**config.mk**
```make
export PLATFORM = sky130hd
export DESIGN_NAME = instr_fetch
export DESIGN_NICKNAME = d
export VERILOG_FILES = /design/src/rtl/cpu_pkg.sv /design/src/rtl/instr_fetch_pc_reg.sv /design/src/rtl/instr_fetch.sv
export SDC_FILE = /design/constraint.sdc
export NUM_CORES = 1
export LEC_CHECK = 0
export ABC_CLOCK_PERIOD_IN_PS = 2300
export CORE_MARGIN = 1.5
export CORE_UTILIZATION = 40
export DETAILED_ROUTE_END_ITERATION = 10
export PLACE_DENSITY = 0.84
export SYNTH_ARGS = -nofsm -noshare
export SYNTH_HDL_FRONTEND = slang
export SYNTH_HIERARCHICAL = 1
export SYNTH_SLANG_ARGS = --single-unit
```
**constraint.sdc**
```tcl
create_clock -name clk_i -period 2.3 [get_ports clk_i]
set_input_delay 0.46 -clock clk_i [delete_from_list [all_inputs] [get_ports clk_i]]
set_output_delay 0.46 -clock clk_i [all_outputs]
set_load 0.005 [all_outputs]
```
**src/rtl/cpu_pkg.sv**
```systemverilog
// Shared CPU definitions: opcode constants, the NOP word and the fetch state type.
// Latency: none (declarations only).
// Backpressure: not applicable.
package cpu_pkg;

  // Opcodes seen by the control decoder on instr[31:26]
  localparam logic [5:0] OP_RTYPE = 6'b000000;
  localparam logic [5:0] OP_ADDI  = 6'b001000;
  localparam logic [5:0] OP_ORI   = 6'b001101;
  localparam logic [5:0] OP_BEQ   = 6'b000100;
  localparam logic [5:0] OP_LW    = 6'b100011;
  localparam logic [5:0] OP_SW    = 6'b101011;

  // AND r0,r0,r0: R-type with no architectural side effects
  localparam logic [31:0] NOP_WORD = 32'h0000_0024;

  typedef enum logic [1:0] {
    IDLE  = 2'd0,
    FETCH = 2'd1,
    ISSUE = 2'd2
  } fetch_state_t;

  // Instruction addresses are always word aligned
  function automatic logic [31:0] word_align(input logic [31:0] addr);
    return {addr[31:2], 2'b00};
  endfunction

endpackage

```
**src/rtl/instr_fetch_pc_reg.sv**
```systemverilog
// Program counter register: reset value, aligned target load, +4 increment, hold.
// Latency: new value visible one cycle after load/inc; pc_plus4 is decoded from the register.
// Backpressure: holds whenever neither load nor inc is asserted; load wins over inc.
module pc_reg
  import cpu_pkg::*;
#(
  parameter logic [31:0] RESET_VAL = 32'h0000_0000
) (
  input  logic        clk,
  input  logic        rst,
  input  logic        load,
  input  logic        inc,
  input  logic [31:0] target,
  output logic [31:0] pc,
  output logic [31:0] pc_plus4
);

  // PC update: reset, redirect to aligned target, sequential advance, or hold
  always_ff @(posedge clk) begin
    if (rst) begin
      pc <= word_align(RESET_VAL);
    end else if (load) begin
      pc <= word_align(target);
    end else if (inc) begin
      pc <= pc + 32'd4;
    end
  end

  // Wraps naturally at 2^32
  assign pc_plus4 = pc + 32'd4;

endmodule

```
**src/rtl/instr_fetch.sv**
```systemverilog
// Instruction fetch: owns the PC, one outstanding imem request, presents one instruction.
// Latency: ack in cycle N -> instr_valid in N+1; consume in M -> next request in M+1.
// Backpressure: stall holds the presented instruction; branch overrides stall and flushes it.
module instr_fetch #(
  parameter logic [31:0] RESET_PC = 32'h0000_0000
) (
  input  logic        clk_i,
  input  logic        rst_i,
  input  logic        stall_i,
  input  logic        branch_taken_i,
  input  logic [31:0] branch_target_i,
  output logic        im_req_o,
  output logic [31:0] im_addr_o,
  input  logic        im_ack_i,
  input  logic [31:0] im_data_i,
  output logic        instr_valid_o,
  output logic [31:0] instr_o,
  output logic [31:0] pc_o,
  output logic [31:0] pc_plus4_o
);
  import cpu_pkg::*;

  fetch_state_t state;
  fetch_state_t state_nxt;

  // A branch that arrives while a request is in flight is parked here until the ack
  logic        redir_pend;
  logic [31:0] redir_tgt;
  logic [31:0] instr_q;

  logic        ack_fire;
  logic        redirect_now;
  logic        pc_load;
  logic        pc_inc;
  logic [31:0] pc_tgt;
  logic [31:0] pc;
  logic [31:0] pc_plus4;

  // Ack only counts while we are actually requesting
  assign ack_fire     = (state == FETCH) && im_ack_i;
  assign redirect_now = redir_pend || branch_taken_i;

  // State register
  always_ff @(posedge clk_i) begin
    if (rst_i) begin
      state <= IDLE;
    end else begin
      state <= state_nxt;
    end
  end

  // Next-state logic
  always_comb begin
    state_nxt = state;
    case (state)
      IDLE:    state_nxt = FETCH;
      FETCH:   if (ack_fire && !redirect_now) state_nxt = ISSUE;
      ISSUE:   if (branch_taken_i || !stall_i) state_nxt = FETCH;
      default: state_nxt = IDLE;
    endcase
  end

  // PC control: redirect on ack-with-redirect or branch in ISSUE, advance on consume
  always_comb begin
    pc_load = 1'b0;
    pc_inc  = 1'b0;
    // A branch seen this cycle is newer than any parked target
    pc_tgt  = branch_taken_i ? branch_target_i : redir_tgt;
    if (state == FETCH) begin
      pc_load = ack_fire && redirect_now;
    end else if (state == ISSUE) begin
      pc_load = branch_taken_i;
      pc_inc  = !branch_taken_i && !stall_i;
    end
  end

  // Redirect bookkeeping for branches that land on an outstanding request
  always_ff @(posedge clk_i) begin
    if (rst_i) begin
      redir_pend <= 1'b0;
      redir_tgt  <= 32'h0000_0000;
    end else if (state == FETCH) begin
      if (im_ack_i) begin
        redir_pend <= 1'b0;
      end else if (branch_taken_i) begin
        redir_pend <= 1'b1;
        redir_tgt  <= branch_target_i;
      end
    end
  end

  // Capture returned instruction only when it is still on the architectural path
  always_ff @(posedge clk_i) begin
    if (rst_i) begin
      instr_q <= NOP_WORD;
    end else if (ack_fire && !redirect_now) begin
      instr_q <= im_data_i;
    end
  end

  pc_reg #(
    .RESET_VAL(RESET_PC)
  ) u_pc_reg (
    .clk      (clk_i),
    .rst      (rst_i),
    .load     (pc_load),
    .inc      (pc_inc),
    .target   (pc_tgt),
    .pc       (pc),
    .pc_plus4 (pc_plus4)
  );

  // Outputs decoded from registered state only
  always_comb begin
    im_req_o      = (state == FETCH);
    instr_valid_o = (state == ISSUE);
    instr_o       = (state == ISSUE) ? instr_q : NOP_WORD;
    im_addr_o     = pc;
    pc_o          = pc;
    pc_plus4_o    = pc_plus4;
  end

endmodule

```
# Yosys cells after proc, flatten, opt, wreduce, memory -nomap -nowiden
# Index checks and enable logic that the tools add are counted.
# W data, S select, Z words.
dict set report totals {
  reg_bits 99
  in_bits 69
  output_inout_bits 130
  wordCells 43
}
dict set report op_classes {
  addsub 1
  n_eq_ne 4
  mux 13
  bitwise 1
  n_reduce_logical 17
}
# op n
set ops {}
lappend ops {{$mux W32} 4}
lappend ops {{$add A32 B3 Y32 const B} 1}
lappend ops {{$mux W1} 6}
lappend ops {{$pmux W2 S3} 1}
lappend ops {{$reduce_and A2 Y1} 3}
lappend ops {{$logic_and A1 B1 Y1} 4}
lappend ops {{$mux W2} 2}
lappend ops {{$ne A2 B1 Y1 const B} 2}
lappend ops {{$reduce_bool A2 Y1} 2}
lappend ops {{$logic_not A1 Y1} 3}
lappend ops {{$reduce_and A3 Y1} 1}
lappend ops {{$eq A2 B1 Y1 const B} 1}
lappend ops {{$eq A2 B2 Y1 const B} 1}
lappend ops {{$logic_not A2 Y1} 1}
lappend ops {{$logic_or A1 B1 Y1} 2}
lappend ops {{$reduce_or A2 Y1} 1}
lappend ops {{$not A1 Y1} 1}

# Longest topological paths before layout
# Gate-level depths: netlist (run 1).
dict set report logic_depth {
  ltp_word 6
  mapped_depth 11
  depth_no_buf 7
}

# Cells and area by module
# Netlist (run 1), hierarchy kept.
# mod instances cells_each area_per_inst_um2 seq_area_each_um2
set modules_own_cells {}
lappend modules_own_cells {instr_fetch 1 366 3580.9 1341.3}
lappend modules_own_cells {pc_reg 1 315 2417.3 600.6}

# Worst setup path after synthesis (run 1)
# Ideal clock, no wire load.
dict set report synth_timing {
  path_kind {register to register}
  from {reg state[1]}
  to {reg u_pc_reg.pc[21]}
  setup_ps 86
  t_arrival_ps 2321
  required_time_ps 2214
  setup_slack_ps -107
  stages_incl_launch_ff 8
  path_buffers 1
  synth_period_minus_slack_ps 2407
  cell_sequence {dfxtp_1 -> nor2b_1 -> buf_2 -> nor3b_1 -> nand3_1 -> or4_4 -> o31a_1 -> a221oi_2}
}
dict set report synth_between {
  word_cells_on_any_way 10
  cone_classes {eq/ne: 2; mux: 5; reduce/logical: 3}
}
# item line_no
set synth_rtl {}
lappend synth_rtl {{from (decl)} instr_fetch.sv:23} ;# fetch_state_t state;
lappend synth_rtl {{from (signal assigned)} instr_fetch.sv:48} ;# state <= state_nxt;
lappend synth_rtl {{$eq A2 B2 Y1} instr_fetch.sv:71} ;# end else if (state == ISSUE) begin
lappend synth_rtl {{$mux W1} instr_fetch.sv:71}
lappend synth_rtl {{$mux W1 *} instr_fetch.sv:69} ;# if (state == FETCH) begin
lappend synth_rtl {{named net pc_inc} instr_fetch.sv:34} ;# logic pc_inc;
lappend synth_rtl {{$reduce_bool A2 Y1 (no source line) *} --}
lappend synth_rtl {{to (signal assigned)} instr_fetch_pc_reg.sv:21} ;# pc <= word_align(RESET_VAL);
lappend synth_rtl {{to (signal assigned)} instr_fetch_pc_reg.sv:23} ;# pc <= word_align(target);
lappend synth_rtl {{to (signal assigned)} instr_fetch_pc_reg.sv:25} ;# pc <= pc + 32'd4;
lappend synth_rtl {{to (decl)} instr_fetch_pc_reg.sv:14} ;# output logic [31:0] pc,
# Mark *: on every way through the listed nets, which the timed path passes. The rest lies on a longest branch.
# A chain may end at the register's enable or synchronous reset.

# Final worst setup path (run 1)
dict set report layout_timing {
  from {reg u_pc_reg.pc[6]}
  to {out pc_plus4_o[21]}
}
dict set report layout_between {
  elab_chain_cells 1
}
# item line_no
set layout_rtl {}
lappend layout_rtl {{$add A32 B3 Y32} instr_fetch_pc_reg.sv:30} ;# assign pc_plus4 = pc + 32'd4;
lappend layout_rtl {{to (decl)} instr_fetch.sv:19} ;# output logic [31:0] pc_plus4_o
# Every way passes these cells.

==> out/summary.txt, run 1 <==
Placement Cell Area: 0.00821 mm2
post-synthesis cell count: 673
gr usage total: 23.0%
CP max stage cell: or4_4
DR vias/cell: 5.40
RSZ-0062 raised after global routing: yes
Tmin final: 2.51 ns
first-pass GRT wire length: 28.8 mm
TritonCTS clock tree: built
worst skew pair latency: 0.35 ns
final WL: 19.4 mm
FP Rows: 44
startpoint types: register
clock network power share: 36.2%
crit path cell chain: nand3_4 > or4_4 > buf_12 > buf_6 > nor2_4 > xor2_1 > buf_2
Reg power frac: 42.9%
worst hold margin: 0.468 ns
MaxCap Viol Count: 0
antenna violation net count after detailed routing: 0
gr ovfl total: 0
vias in the first global route: 5511
WP buf/inv: 3
max reg flops: 32
initial antenna violation count: 0
Final Cycle Share: 109%
sw frac: 26.6%
status: complete, but fails checks
Setup crit end kind: primary output
CTS buffer count: 9
via count: 5888
clock sinks: 95
Area Overhead vs Synth: 53.8%
Hold Crit Class: reg -> reg
Pre-antenna DRT Iters: 5
Fillers: 1139
clock root cell: clkbuf_16
Comb pwr share: 20.9%
Final Skew: 0.00859 ns
final hold vios: 0
Die H: 125 um
initial DRC count: 505
DRC: 0
FMAX: 398 MHz
CP max stage delay: 0.57 ns
power density over the cells: 458 mW/mm2
most common cell after layout, fill and taps aside: clkdlybuf4s50_1
Initial Util: 40.8%
Slew Viols, Final: 0
port bufs: 190
Peak VDD IR: 332 uV
final instance area: 0.00909 mm2
Post-Syn Area: 0.00591 mm2
CP Max Fanout: 7
Crit path max-delay family: simple AND/OR/NAND/NOR gates
die area: 0.0155 mm2
Crit path arrival time: 2.05 ns
Leakage: 3.72 nW
Ys Warns: 6
final setup fails: 15
H-tree lvl count: 3
layout cell share with drive strength beyond 1: 27.1%
syn avg cell area: 8.78 um2
Inserted Diodes: 0
largest net degree at the start of global routing: 67
clock buffer depth: 2
commonest non-fill, non-tap cells in the layout: clkdlybuf4s50_1, buf_4, dfxtp_1
chip width: 125 um
setup ws final: -0.215 ns
worst setup path class: reg -> out
failing checks: setup timing
HPWL Detailed: 12.7 mm
P_sw: 0.00111 W
clock-pin slew on the worst setup and hold paths: 0.07 ns
Final nets: 973
I/O pin total: 199
Routed WL per cell: 17.8 um
Int Pwr: 0.00305 W
critical path data required time: 1.84 ns
hold_buf cts: 0
core area: 0.0145 mm2
fin util: 62.8%
GP Congestion: 0.932
-- through the flow --
step           setup slack [ns]  std cells  total power [W]  setup TNS (ns)
2_1_floorplan            0.0560        676          0.00224               0
4_1_cts                  -0.185       1082          0.00414           -1.72
3_5_place_dp             -0.232       1046          0.00266           -3.18
5_1_grt                  -0.272       1091          0.00431           -3.00
3_3_place_gp             -0.161       1046          0.00264           -2.12
6_report                 -0.215       1091          0.00416           -1.74
-- layer usage --
layer / GRT usage, % / wire length, um / vias up
li1: - / - / 2745
met1: 29.5 / 8270 / 2774
met2: 37.3 / 9070 / 306
met3: 4.17 / 1270 / 63
met4: 11.4 / 781 / 0
met5: 0 / 0 / -
-- tightest hold or removal path: cells and delay by family, from the launching register on --
kind,cells,cell delay (ns)
muxes,1,0.06
and+or+nand+nor,1,0.06
DFF,1,0.31
-- power groups by stage --
stage	logic, W	registers (W)	clock network [W]
detailed placement	0.000842	0.00181	0
CTS	0.000847	0.00178	0.00152
global route	0.000922	0.00179	0.00159
finish	0.000868	0.00178	0.00151
global placement	0.000828	0.00181	0
floorplan	0.000428	0.00181	0
-- what timing repair did --
item	4_1_cts	5_1_grt
pin swaps	24	27
endpoints found under the setup margin	26	27
gates cloned	0	1
setup buffers	21	10
gates resized for setup	146	52
-- layout make-up --
type                    instances  area (um2)  area share, %
multi-input cells             475        3740           41.2
repair buffers                308        2850           31.3
flip-flops and latches         95        1930           21.3
clock buffers                  12         236           2.60
well taps                     184         230           2.53
inverters                      14        52.6          0.578
clock inverters                 3        45.0          0.496
-- path summary, 6_finish.rpt --
check                 start  slack [ns]  depth (start not counted)         endpoint
max          u_pc_reg/pc[6]       -0.21                          7   pc_plus4_o[21]
max reg2reg        state[0]        0.07                          7  u_pc_reg/pc[16]
min             instr_q[20]        0.47                          2      instr_q[20]
min reg2reg     instr_q[20]        0.47                          2      instr_q[20]
No activity file was read; power rests on OpenSTA's default activity.
==> run 2: changes to the inputs <==
ABC_CLOCK_PERIOD_IN_PS = 2700   (was 2300)
MAX_ROUTING_LAYER = met4   (was unset)
PLACE_DENSITY = 0.81   (was 0.84)
clock period = 2.7 ns   (was 2.3 ns; I/O delays follow)
==> out/summary.txt, run 2 (same netlist as run 1, synthesis figures left out) <==
final WL: 17.1 mm
antenna violation net count after detailed routing: 0
largest net degree at the start of global routing: 78
Int Pwr: 0.00271 W
Comb pwr share: 19.5%
reg2reg start: state[0]
Final Cycle Share: 99.3%
Crit path arrival time: 2.14 ns
status: finished clean
R2R depth: 5
Placement Cell Area: 0.00794 mm2
startpoint types: register
sw frac: 24.5%
first-pass GRT wire length: 26.4 mm
Slew Viols, Final: 0
Tmin final: 2.68 ns
CP startpoint: u_pc_reg/pc[12]
DR vias/cell: 5.30
Inserted Diodes: 0
crit path to: pc_plus4_o[20]
Worst R2R Setup Slack: 0.64 ns
gr ovfl total: 0
relative slew slack: 67.2%
Final nets: 927
clock-pin slew on the worst setup and hold paths: 0.06 ns
port bufs: 190
worst skew pair latency: 0.35 ns
most common cell after layout, fill and taps aside: clkdlybuf4s50_1
DRC: 0
core area: 0.0145 mm2
CTS buffer count: 9
Pre-antenna DRT Iters: 5
Hold Crit Class: reg -> reg
initial antenna violation count: 0
FP Rows: 44
Post-Place Cells: 1009
H-tree lvl count: 3
Leakage: 3.39 nW
CP Max Fanout: 6
P_sw: 0.000880 W
clock sinks: 95
worst setup path class: reg -> out
Routed WL per cell: 16.4 um
layout cell share with drive strength beyond 1: 19.9%
setup_tns: 0 ns
via count: 5537
GP Congestion: 0.925
critical path data required time: 2.16 ns
power density over the cells: 416 mW/mm2
clock root cell: clkbuf_16
Setup crit end kind: primary output
Reg power frac: 42.6%
Peak VDD IR: 331 uV
Final Skew: 0.00969 ns
final instance area: 0.00863 mm2
Die H: 125 um
RSZ-0062 raised after global routing: yes
Area Overhead vs Synth: 46.1%
max reg flops: 32
measured slew at the worst slew-check pin: 0.480 ns
commonest non-fill, non-tap cells in the layout: clkdlybuf4s50_1, dfxtp_1, mux2i_1
HPWL Detailed: 11.9 mm
MaxCap Viol Count: 0
Layout Cells excl Fill: 1045
gr usage total: 21.4%
FMAX: 373 MHz
initial DRC count: 459
clock buffer depth: 2
chip width: 125 um
vias in the first global route: 5226
FF-to-FF End: u_pc_reg/pc[16]
final hold vios: 0
die area: 0.0155 mm2
final setup fails: 0
TritonCTS clock tree: built
clock network power share: 37.9%
Power Total: 0.00359 W
worst hold margin: 0.469 ns
I/O pin total: 199
Initial Util: 40.8%
## run 2: cell count changes in the layout (fill, tap and decap cells not counted), sizes merged
cell           delta
buf              -66
clkdlybuf4s50     +9
dlymetal6s2s      +6
dlygate4sd2       +4
clkbuf            +2
bufinv            +1
clkdlybuf4s15     -1
clkinvlp          -1
## run 2: worst min path at each step
stage           startpoint  cells past startpoint     endpoint
2_1_floorplan   instr_q[0]                      2   instr_q[0]
3_3_place_gp   instr_q[20]                      2  instr_q[20]
3_5_place_dp   instr_q[21]                      2  instr_q[21]
4_1_cts        instr_q[18]                      2  instr_q[18]
5_1_grt        instr_q[29]                      2  instr_q[29]
6_report        instr_q[4]                      2   instr_q[4]
## run 2: layer usage
metal,vias to the layer above,wire length [um],GRT usage [%]
met3,29,1130,4.77
met4,0,435,7.78
li1,2647,-,-
met1,2617,7330,26.0
met2,244,8230,34.8
met5,-,0,-
## run 2: power groups by stage
stage	clock network (W)	logic (W)	registers, W
after global placement	0	0.000671	0.00155
after global routing	0.00143	0.000748	0.00154
after CTS	0.00139	0.000683	0.00153
after floorplan	0	0.000364	0.00155
after detailed placement	0	0.000682	0.00155
final	0.00136	0.000699	0.00153
## run 2: cell type report
type / instances / area, um2
Sequential cell: 95 / 1940
Clock buffer: 12 / 246
Multi-Input combinational cell: 475 / 3570
Clock inverter: 3 / 67.6
Timing Repair Buffer: 262 / 2530
Inverter: 14 / 52.6
Tap cell: 184 / 230
Fill cell: 1204 / 5840
## run 2: worst max-delay path, cell delays in order (launching register included)
cell and delay [ns]:
dfxtp_2 0.35, buf_4 0.11, buf_6 0.11, nand3_2 0.15, nor4_4 0.30, nand2_1 0.10, xnor2_1 0.14, clkdlybuf4s50_1 0.53
## run 2: stage by stage
| stage | setup WS (ns) | util (%) |
|---|---|---|
| 2_1_floorplan | 0.228 | - |
| 3_3_place_gp | 0.0661 | 54.8 |
| 3_5_place_dp | -0.00145 | 54.8 |
| 4_1_cts | -0.155 | 57.9 |
| 5_1_grt | -0.0583 | 59.6 |
| 6_report | 0.0188 | 59.6 |
## run 2: repair_timing
| action | in CTS | in global routing |
|---|---|---|
| pin swaps | 2 | 4 |
| gates resized for setup | 42 | 42 |
| cloned | 0 | 1 |
| hold buffers | 0 | 0 |
| setup buffers | 6 | 14 |
| endpoints found under the setup margin | 21 | 15 |
==> run 3: changes to the inputs <==
CTS_BUF_LIST = sky130_fd_sc_hd__clkbuf_2 sky130_fd_sc_hd__clkbuf_4 sky130_fd_sc_hd__clkbuf_8   (was unset)
REMOVE_ABC_BUFFERS = 1   (was unset)
==> out/summary.txt, run 3 (same netlist as run 1, synthesis figures left out) <==
Final Skew: 0.0137 ns
setup ws final: 0.0110 ns
TritonCTS clock tree: built
DRC: 0
final hold vios: 0
die area: 0.0155 mm2
final setup fails: 0
CP Max Fanout: 5
Die H: 125 um
max reg flops: 32
Hold Crit Class: reg -> reg
Layout Cells excl Fill: 1041
initial DRC count: 271
fin util: 58.1%
Initial Util: 40.8%
RSZ-0062 raised after global routing: yes
Final nets: 922
final instance area: 0.00841 mm2
initial antenna violation count: 0
core area: 0.0145 mm2
clock buffer depth: 2
power density over the cells: 400 mW/mm2
DR vias/cell: 5.14
largest net degree at the start of global routing: 65
R2R depth: 6
Tmin final: 2.69 ns
WHS Endpoint: instr_q[28]
status: finished clean
Routed WL per cell: 15.9 um
Inserted Diodes: 0
Worst R2R Setup Slack: 0.61 ns
port bufs: 190
clock-pin slew on the worst setup and hold paths: 0.10 ns
Placement Cell Area: 0.00793 mm2
I/O pin total: 199
critical path data required time: 2.16 ns
FMAX: 372 MHz
H-tree lvl count: 3
via count: 5347
first-pass GRT wire length: 26.6 mm
Post-Place Cells: 1012
worst hold start: instr_q[28]
Crit path arrival time: 2.15 ns
FP Rows: 44
hold_buf cts: 0
measured slew at the worst slew-check pin: 0.542 ns
HPWL Detailed: 11.6 mm
most common cell after layout, fill and taps aside: clkdlybuf4s50_1
Setup crit end kind: primary output
commonest non-fill, non-tap cells in the layout: clkdlybuf4s50_1, dfxtp_1, mux2i_1
Slew Viols, Final: 0
Pre-antenna DRT Iters: 4
chip width: 125 um
startpoint types: register
clock sinks: 95
worst setup path class: reg -> out
antenna violation net count after detailed routing: 0
Final Cycle Share: 99.6%
Leakage: 3.25 nW
gr usage total: 21.4%
CTS buffer count: 9
reg2reg start: state[0]
vias in the first global route: 5119
layout cell share with drive strength beyond 1: 19.5%
Hold Path Stages: 2
Peak VDD IR: 391 uV
worst skew pair latency: 0.40 ns
GP Congestion: 0.882
relative slew slack: 63.9%
dpl ws: 0.0155 ns
clock root cell: clkbuf_8
MaxCap Viol Count: 0
Area Overhead vs Synth: 42.4%
FF-to-FF End: u_pc_reg/pc[21]
final WL: 16.6 mm
gr ovfl total: 0
[run 3: cell type report]
| type | instances | area, um2 |
|---|---|---|
| clock buffers | 9 | 124 |
| inverters | 14 | 52.6 |
| fillers | 1247 | 6070 |
| clock inverters | 7 | 120 |
| repair buffers | 257 | 2420 |
| flip-flops and latches | 95 | 1920 |
| multi-input cells | 475 | 3540 |
| well taps | 184 | 230 |
[run 3: report_power, final]
part	switching, W	internal, W
combinational	0.000276	0.000394
sequential	0.0000611	0.00147
clock	0.000554	0.000618
total	0.000892	0.00248
[run 3: how the worst max path moves through the flow]
stage	from	endpoint	slack, ns	cells after the start
6_report	u_pc_reg/pc[2]	pc_plus4_o[14]	0.01	6
5_1_grt	u_pc_reg/pc[3]	pc_plus4_o[14]	-0.11	6
4_1_cts	u_pc_reg/pc[12]	pc_plus4_o[26]	-0.15	8
3_5_place_dp	u_pc_reg/pc[10]	pc_plus4_o[26]	0.02	6
3_3_place_gp	u_pc_reg/pc[10]	pc_plus4_o[26]	0.03	6
2_1_floorplan	im_ack_i	u_pc_reg/pc[30]	-1.95	6
[run 3: critical path, stage by stage (launching register included)]
cell	delay, ns
dfxtp_4	0.38
ha_4	0.16
nand2_1	0.09
buf_4	0.17
nor4_4	0.26
xor2_1	0.17
clkdlybuf4s50_1	0.52
[run 3: repair_timing]
action,in CTS,in global routing
pin swaps,6,7
resized for setup,52,31
endpoints found under the setup margin,21,14
setup buffers,7,6
hold endpoints to repair,0,0
[run 3: per-layer routing]
metal  vias to the layer above  share of wire [%]  GRT usage [%]
met4                         0                1.5           7.03
met2                       194                 48           34.4
met3                        24                5.6           4.34
li1                       2640                  -              -
met5                         -                  0              -
met1                      2489                 45           27.0
[run 3: per-stage QoR]
stage	hold slack (ns)	power (W)	setup TNS, ns
2_1_floorplan	0.443	0.00182	-90.05
3_3_place_gp	0.454	0.00222	0
3_5_place_dp	0.458	0.00223	0
4_1_cts	0.478	0.00340	-0.277
5_1_grt	0.492	0.00350	-0.247
6_report	0.473	0.00337	0
